`config.mk`:
```
export PLATFORM = sky130hd
export DESIGN_NAME = weight_feeder
export DESIGN_NICKNAME = d
export VERILOG_FILES = /design/src/rtl/tpu_pkg.sv /design/src/rtl/weight_feeder.sv
export SDC_FILE = /design/constraint.sdc
export NUM_CORES = 1
export LEC_CHECK = 0
export ABC_AREA = 1
export CAP_MARGIN = 10
export CORE_MARGIN = 2
export CORE_UTILIZATION = 35
export DETAILED_ROUTE_END_ITERATION = 8
export PLACE_DENSITY_LB_ADDON = 0.3
export SLEW_MARGIN = 20
export SYNTH_ARGS = -nofsm -noshare
export SYNTH_HDL_FRONTEND = slang
export SYNTH_SLANG_ARGS = --single-unit
```
`constraint.sdc`:
```
create_clock -name clk_i -period 1.2 [get_ports clk_i]
set_input_delay 0.36 -clock clk_i [delete_from_list [all_inputs] [get_ports clk_i]]
set_output_delay 0.36 -clock clk_i [all_outputs]
set_load 0.005 [all_outputs]
```
`src/rtl/tpu_pkg.sv`:
```
// Shared TPU definitions: beat field positions used by both PEs and feeders,
// plus the weight feeder state encoding.
package tpu_pkg;

    localparam int W_VALID_BIT = 0;
    localparam int W_SEL_BIT   = 1;
    localparam int W_DATA_LSB  = 2;

    typedef enum logic {
        FEED_LOAD = 1'b0,
        FEED_FULL = 1'b1
    } feed_state_e;

endpackage

```
`src/rtl/weight_feeder.sv`:
```
// Weight feeder for one systolic PE column: loads ROWS weights into the shadow
// bank, then holds until the controller swaps banks.
module weight_feeder
    import tpu_pkg::*;
#(
    parameter int DATA_WIDTH = 8,
    parameter int ROWS       = 4,
    parameter int TILE_CNT_W = 16
) (
    input  logic                    clk_i,
    input  logic                    rst_i,
    input  logic [DATA_WIDTH-1:0]   w_data_i,
    input  logic                    w_valid_i,
    output logic                    w_ready_o,
    input  logic                    flush_i,
    input  logic                    swap_i,
    output logic [DATA_WIDTH+1:0]   weight_out,
    output logic                    shadow_full_o,
    output logic                    active_bank_o,
    output logic [TILE_CNT_W-1:0]   tiles_o,
    output logic                    err_o
);

    localparam int CNT_W = $clog2(ROWS + 1);
    localparam logic [CNT_W-1:0] LAST_CNT = CNT_W'(ROWS - 1);

    feed_state_e             state_q, state_d;
    logic [CNT_W-1:0]        cnt_q, cnt_d;
    logic                    bank_q, bank_d;
    logic [TILE_CNT_W-1:0]   tiles_q, tiles_d;
    logic                    err_q, err_d;
    logic [DATA_WIDTH+1:0]   weight_q, weight_d;
    logic                    accept_s;

    // State and output registers with synchronous reset
    always_ff @(posedge clk_i) begin
        if (rst_i) begin
            state_q  <= FEED_LOAD;
            cnt_q    <= {CNT_W{1'b0}};
            bank_q   <= 1'b0;
            tiles_q  <= {TILE_CNT_W{1'b0}};
            err_q    <= 1'b0;
            weight_q <= {(DATA_WIDTH+2){1'b0}};
        end else begin
            state_q  <= state_d;
            cnt_q    <= cnt_d;
            bank_q   <= bank_d;
            tiles_q  <= tiles_d;
            err_q    <= err_d;
            weight_q <= weight_d;
        end
    end

    // Next-state logic; a swap during LOAD is dropped and only flagged
    always_comb begin
        state_d = state_q;
        cnt_d   = cnt_q;
        bank_d  = bank_q;
        tiles_d = tiles_q;
        err_d   = err_q;
        case (state_q)
            FEED_LOAD: begin
                if (swap_i) begin
                    err_d = 1'b1;
                end else begin
                    err_d = err_q;
                end
                if (flush_i) begin
                    cnt_d = {CNT_W{1'b0}};
                end else if (accept_s) begin
                    if (cnt_q == LAST_CNT) begin
                        cnt_d   = {CNT_W{1'b0}};
                        state_d = FEED_FULL;
                    end else begin
                        cnt_d = cnt_q + {{(CNT_W-1){1'b0}}, 1'b1};
                    end
                end else begin
                    cnt_d = cnt_q;
                end
            end
            FEED_FULL: begin
                if (swap_i) begin
                    bank_d  = ~bank_q;
                    tiles_d = tiles_q + {{(TILE_CNT_W-1){1'b0}}, 1'b1};
                    cnt_d   = {CNT_W{1'b0}};
                    state_d = FEED_LOAD;
                end else begin
                    state_d = FEED_FULL;
                end
            end
            default: begin
                state_d = FEED_LOAD;
                cnt_d   = {CNT_W{1'b0}};
            end
        endcase
    end

    // Beat assembly; idle beats carry the post-swap sel so PEs see the flip at once
    always_comb begin
        weight_d = {(DATA_WIDTH+2){1'b0}};
        weight_d[W_VALID_BIT] = accept_s;
        weight_d[W_SEL_BIT]   = bank_d;
        if (accept_s) begin
            weight_d[DATA_WIDTH+1:W_DATA_LSB] = w_data_i;
        end else begin
            weight_d[DATA_WIDTH+1:W_DATA_LSB] = {DATA_WIDTH{1'b0}};
        end
    end

    // Handshake and status outputs derived from state
    always_comb begin
        w_ready_o     = (state_q == FEED_LOAD) && !flush_i;
        shadow_full_o = (state_q == FEED_FULL);
    end

    assign accept_s      = w_valid_i && w_ready_o;
    assign weight_out    = weight_q;
    assign active_bank_o = bank_q;
    assign tiles_o       = tiles_q;
    assign err_o         = err_q;

endmodule

```
== Word-level counts from Yosys, hierarchy flattened ==
Cells that the tools add are included.
Widths: inputs -> output; s select.
Cells by class
  add/sub/neg operators: 2
  equal/unequal tests: 3
  mux-type cells: 12
  bitwise logic cells: 3
  reductions and logical operators: 7
Operators by type and width (count)
  $add 16x1->16 const B: 1
  $mux 3: 4
  $mux 1: 6
  $pmux 3 s2: 1
  $reduce_and 2->1: 3
  $add 3x1->3 const B: 1
  $eq 3x2->1 const B: 1
  $ne 3x3->1 const B: 1
  $not 1->1: 3
  $logic_and 1x1->1: 2
  $ne 2x2->1 const B: 1
  $pmux 1 s2: 1
  $reduce_or 2->1: 1
  $logic_not 1->1: 1
Word-level totals
  flip-flop bits (word level): 32
  input port bits: 13
  output and inout bits: 30
  word-level logic and storage cells: 34

== Longest topological paths before layout ==
  depth after elaboration: 6
  mapped depth: 7
  mapped depth without buffers: 7

== Worst setup path after synthesis ==
OpenSTA, ideal clock, no wires.
  kind: register -> register
  from: register tiles_q[0], in the netlist tiles_o[0]
  to: register tiles_q[8], in the netlist tiles_o[8]
  library setup time: 0.119 ns
  arrival time: 1.070 ns
  data required time: 1.081 ns
  slack: 0.010 ns
  stages on the path, launching flop included: 7
  buffers on the path: 0
  period minus slack after synthesis: 1.190 ns
  cell sequence: dfxtp_1 > ha_1 > nand2_1 > nor2_4 > nand2_1 > o21ai_0 > a21oi_1
Between the ends
  word-level cells in the longest chain between the ends: 1
RTL lines
  start, declared: line weight_feeder.sv:30  | logic [TILE_CNT_W-1:0] tiles_q, tiles_d;
  start signal, assigned: line weight_feeder.sv:41  | tiles_q <= {TILE_CNT_W{1'b0}};
  start signal, assigned: line weight_feeder.sv:48  | tiles_q <= tiles_d;
  $add 16x1->16: line weight_feeder.sv:84  | tiles_d = tiles_q + {{(TILE_CNT_W-1){1'b0}}, 1'b1};
Every way passes these cells.
A chain may end at the register's enable or synchronous reset.

== Worst setup path after layout ==
  from: register tiles_q[0], in the netlist tiles_o[0]
  to: output tiles_o[0]
RTL lines
  end, declared: line weight_feeder.sv:20  | output logic [TILE_CNT_W-1:0] tiles_o,
No word-level cell between the ends.

==> impl_metrics.json <==
{
  "grt_pass1_vias": 1223,
  "power_mw": 2.02,
  "worst_hold_path_type": "flip-flop to flip-flop",
  "result_of_the_run": "finished with violations",
  "dp.cells": 300,
  "layout_skew_ps": 6.18,
  "initial_utilization": 0.364,
  "setup.worst_path.end_class": "output port",
  "mean_area_per_synthesized_cell_um2": 7.26,
  "synthCells": 182,
  "dr_total_vias": 1399,
  "final_layout_size_suffix_gt1_frac": 0.378,
  "gp_congestion": 0.794,
  "layout.cells.non_filler": 315,
  "commonest_non_fill_non_tap_cell_in_the_layout": "sky130_fd_sc_hd__nor2_1",
  "layout-area-overhead-vs-synth_pct": 72.3,
  "cp_common_cell": "sky130_fd_sc_hd__buf_6",
  "synth_largest_type_area_fraction": 0.470,
  "post_drt_via_cell_ratio": 4.44,
  "grtUsageTotal": 0.159,
  "ff_latch_count_synth": 31,
  "worst_slack_setup_final_ps": -81.3,
  "grt_start_max_net_pins": 13,
  "synth_top_cells_by_area": "sky130_fd_sc_hd__dfxtp_1, sky130_fd_sc_hd__nor2_1, sky130_fd_sc_hd__nand2_1",
  "drt_iter0_drc": 55,
  "relSlewSlack": 0.812,
  "synth_top_cell_by_area": "sky130_fd_sc_hd__dfxtp_1",
  "postRouteWirelength_mm": 3.31,
  "die_y_um": 65.4,
  "post_drt_wl_per_cell_um": 10.5,
  "path_class": "flip-flop to output port",
  "ctsHoldBuffers": 0,
  "r2r.worst_path.cells": 8,
  "total_leakage_power_nw": 1.03,
  "fill_cells": 336,
  "critical_path_required_ps": 840,
  "max_clock_freq_mhz": 780,
  "clock_net_sink_count": 31,
  "num-nets-final": 282,
  "timing.hold.worst_path_depth": 2,
  "ys_warn_count": 0,
  "tritoncts.num_buffers": 5,
  "diodes": 0,
  "floorplan.rows": 22,
  "clk_path_buf_depth": 2,
  "cts-root-buf": "sky130_fd_sc_hd__clkbuf_8",
  "failed_checks": "setup timing",
  "seq_area_frac_synth": 0.470,
  "clk_pin_slew_ps": 60,
  "timing_max_transition_violations_final": 0,
  "yosys.cell_types.count": 20,
  "cts-htree-levels": 2,
  "latest_clock_arrival_within_the_worst_skew_pair_ps": 270,
  "worst-path-max-fanout": 2,
  "die_area_um2": 4280,
  "drt-pass1-iter-count": 4,
  "place.port_buffers": 42,
  "hpwlAfterDp_mm": 2.28,
  "grt_setup_unrepaired": "yes",
  "grt_pass1_wl_mm": 5.22,
  "antenna_found_initial": 0,
  "timing_worst_slew_pin_value_ps": 281,
  "crit_path_cell_trace": "buf_4, buf_6, buf_6",
  "arr_time_crit_path_ps": 920,
  "floorplan.die.width_um": 65.4,
  "clock_tree_from_tritoncts": "built",
  "synthesis.area_um2": 1320,
  "postRouteAntennaNets": 0,
  "syn_nets": 197,
  "power_density_nw_per_um2": 887,
  "start_kind": "flip-flop",
  "timing.max_cap.violations": 0,
  "timing.critical_path.slowest_cell_delay_ps": 320,
  "final_cell_mix": "sky130_fd_sc_hd__nor2_1, sky130_fd_sc_hd__buf_4, sky130_fd_sc_hd__inv_1, sky130_fd_sc_hd__nand2_1, sky130_fd_sc_hd__clkdlybuf4s15_1",
  "final-hold-violation-count": 0,
  "crit_path_top_delay_cell": "sky130_fd_sc_hd__dfxtp_2",
  "grt-ovfl-total": 0,
  "setup_violators_final": 10,
  "design.portCount": 43,
  "drc": 0,
  "design.core.area_um2": 3630,
  "reg2reg_setup_slack_ps": -60,
  "fin_crit_ps": 1280,
  "vdd_ir_drop_max_v": 0.000824,
  "post-route-period-util": 1.07
}
state kept, by name (all words and copies together), names as in the netlist:
name and cells:
weight_out 9, cnt_q 3, active_bank_o 1, shadow_full_o 1, err_o 1, tiles_o 16
cell families (layout without fill, tap and decap cells):
kind of cell	count (synthesis)	in the layout	share of synthesized area
and+or+nand+nor	96	96	0.325
DFF	31	31	0.470
buffers and inverters	31	116	0.0928
AOI/OAI and AO/OA	19	19	0.0739
xor gates and xnor gates	3	3	0.0199
adders and majority gates	2	2	0.0189
worst paths after layout:
check | start | end
worst max-delay path | tiles_o[0] | tiles_o[0]
worst max register to register | tiles_o[0] | tiles_o[14]
worst min-delay path | cnt_q[2] | cnt_q[2]
worst min register to register | cnt_q[2] | cnt_q[2]
worst max-delay path, delay by kind of cell, from the launching register on:
family / cells / cell delay, ps
buf+inv: 3 / 330
flops: 1 / 320
final cells by class:
| class | count | area (µm²) | area share |
|---|---|---|---|
| Multi-Input combinational cell | 120 | 669 | 0.294 |
| Sequential cell | 31 | 643 | 0.283 |
| Clock buffer | 6 | 82.6 | 0.0363 |
| Timing Repair Buffer | 81 | 711 | 0.312 |
| Clock inverter | 1 | 5.00 | 0.00220 |
| Tap cell | 48 | 60.1 | 0.0264 |
| Inverter | 28 | 105 | 0.0462 |
per-stage QoR:
step                utilization  instance area, µm²  setup WS [ps]  setup TNS, ps  hold slack [ps]
finish                    0.626                2280          -81.3           -326              458
global route              0.626                2280           -157          -1350              484
CTS                       0.611                2220          -51.8           -146              462
detailed placement        0.562                2040           -568         -10280              453
global placement          0.562                2040           -570         -10410              448
floorplan                     -                1320           10.2              0              433
synth_stat cells, drive strengths merged:
master and n:
nand2 31, o21a 1, ha 2, nor2 43, nor3 3, buf 3, xor2 3, a21oi 9
o21ai 9, dfxtp 31, or2 1, nand3 15, nor3b 1, inv 28, nand4 2
power breakdown:
group          switching [mW]  internal [mW]
clock                   0.369          0.449
sequential            0.00707           1.04
combinational          0.0612         0.0902
total                   0.437           1.58
timing repair:
item                                    4_1_cts  5_1_grt
gates resized for setup                      88       40
endpoints found under the setup margin       46       38
buffers inserted                              6        2
hold endpoints to repair                      0        0
pin swaps                                    10       12
metal layers:
layer	track usage	wire length [µm]	up-vias
met1	0.197	1470	629
li1	-	-	733
met5	0	0	-
met4	0.0625	52	0
met3	0.0497	164	5
met2	0.258	1620	32
No activity file was read; power rests on OpenSTA's default activity.
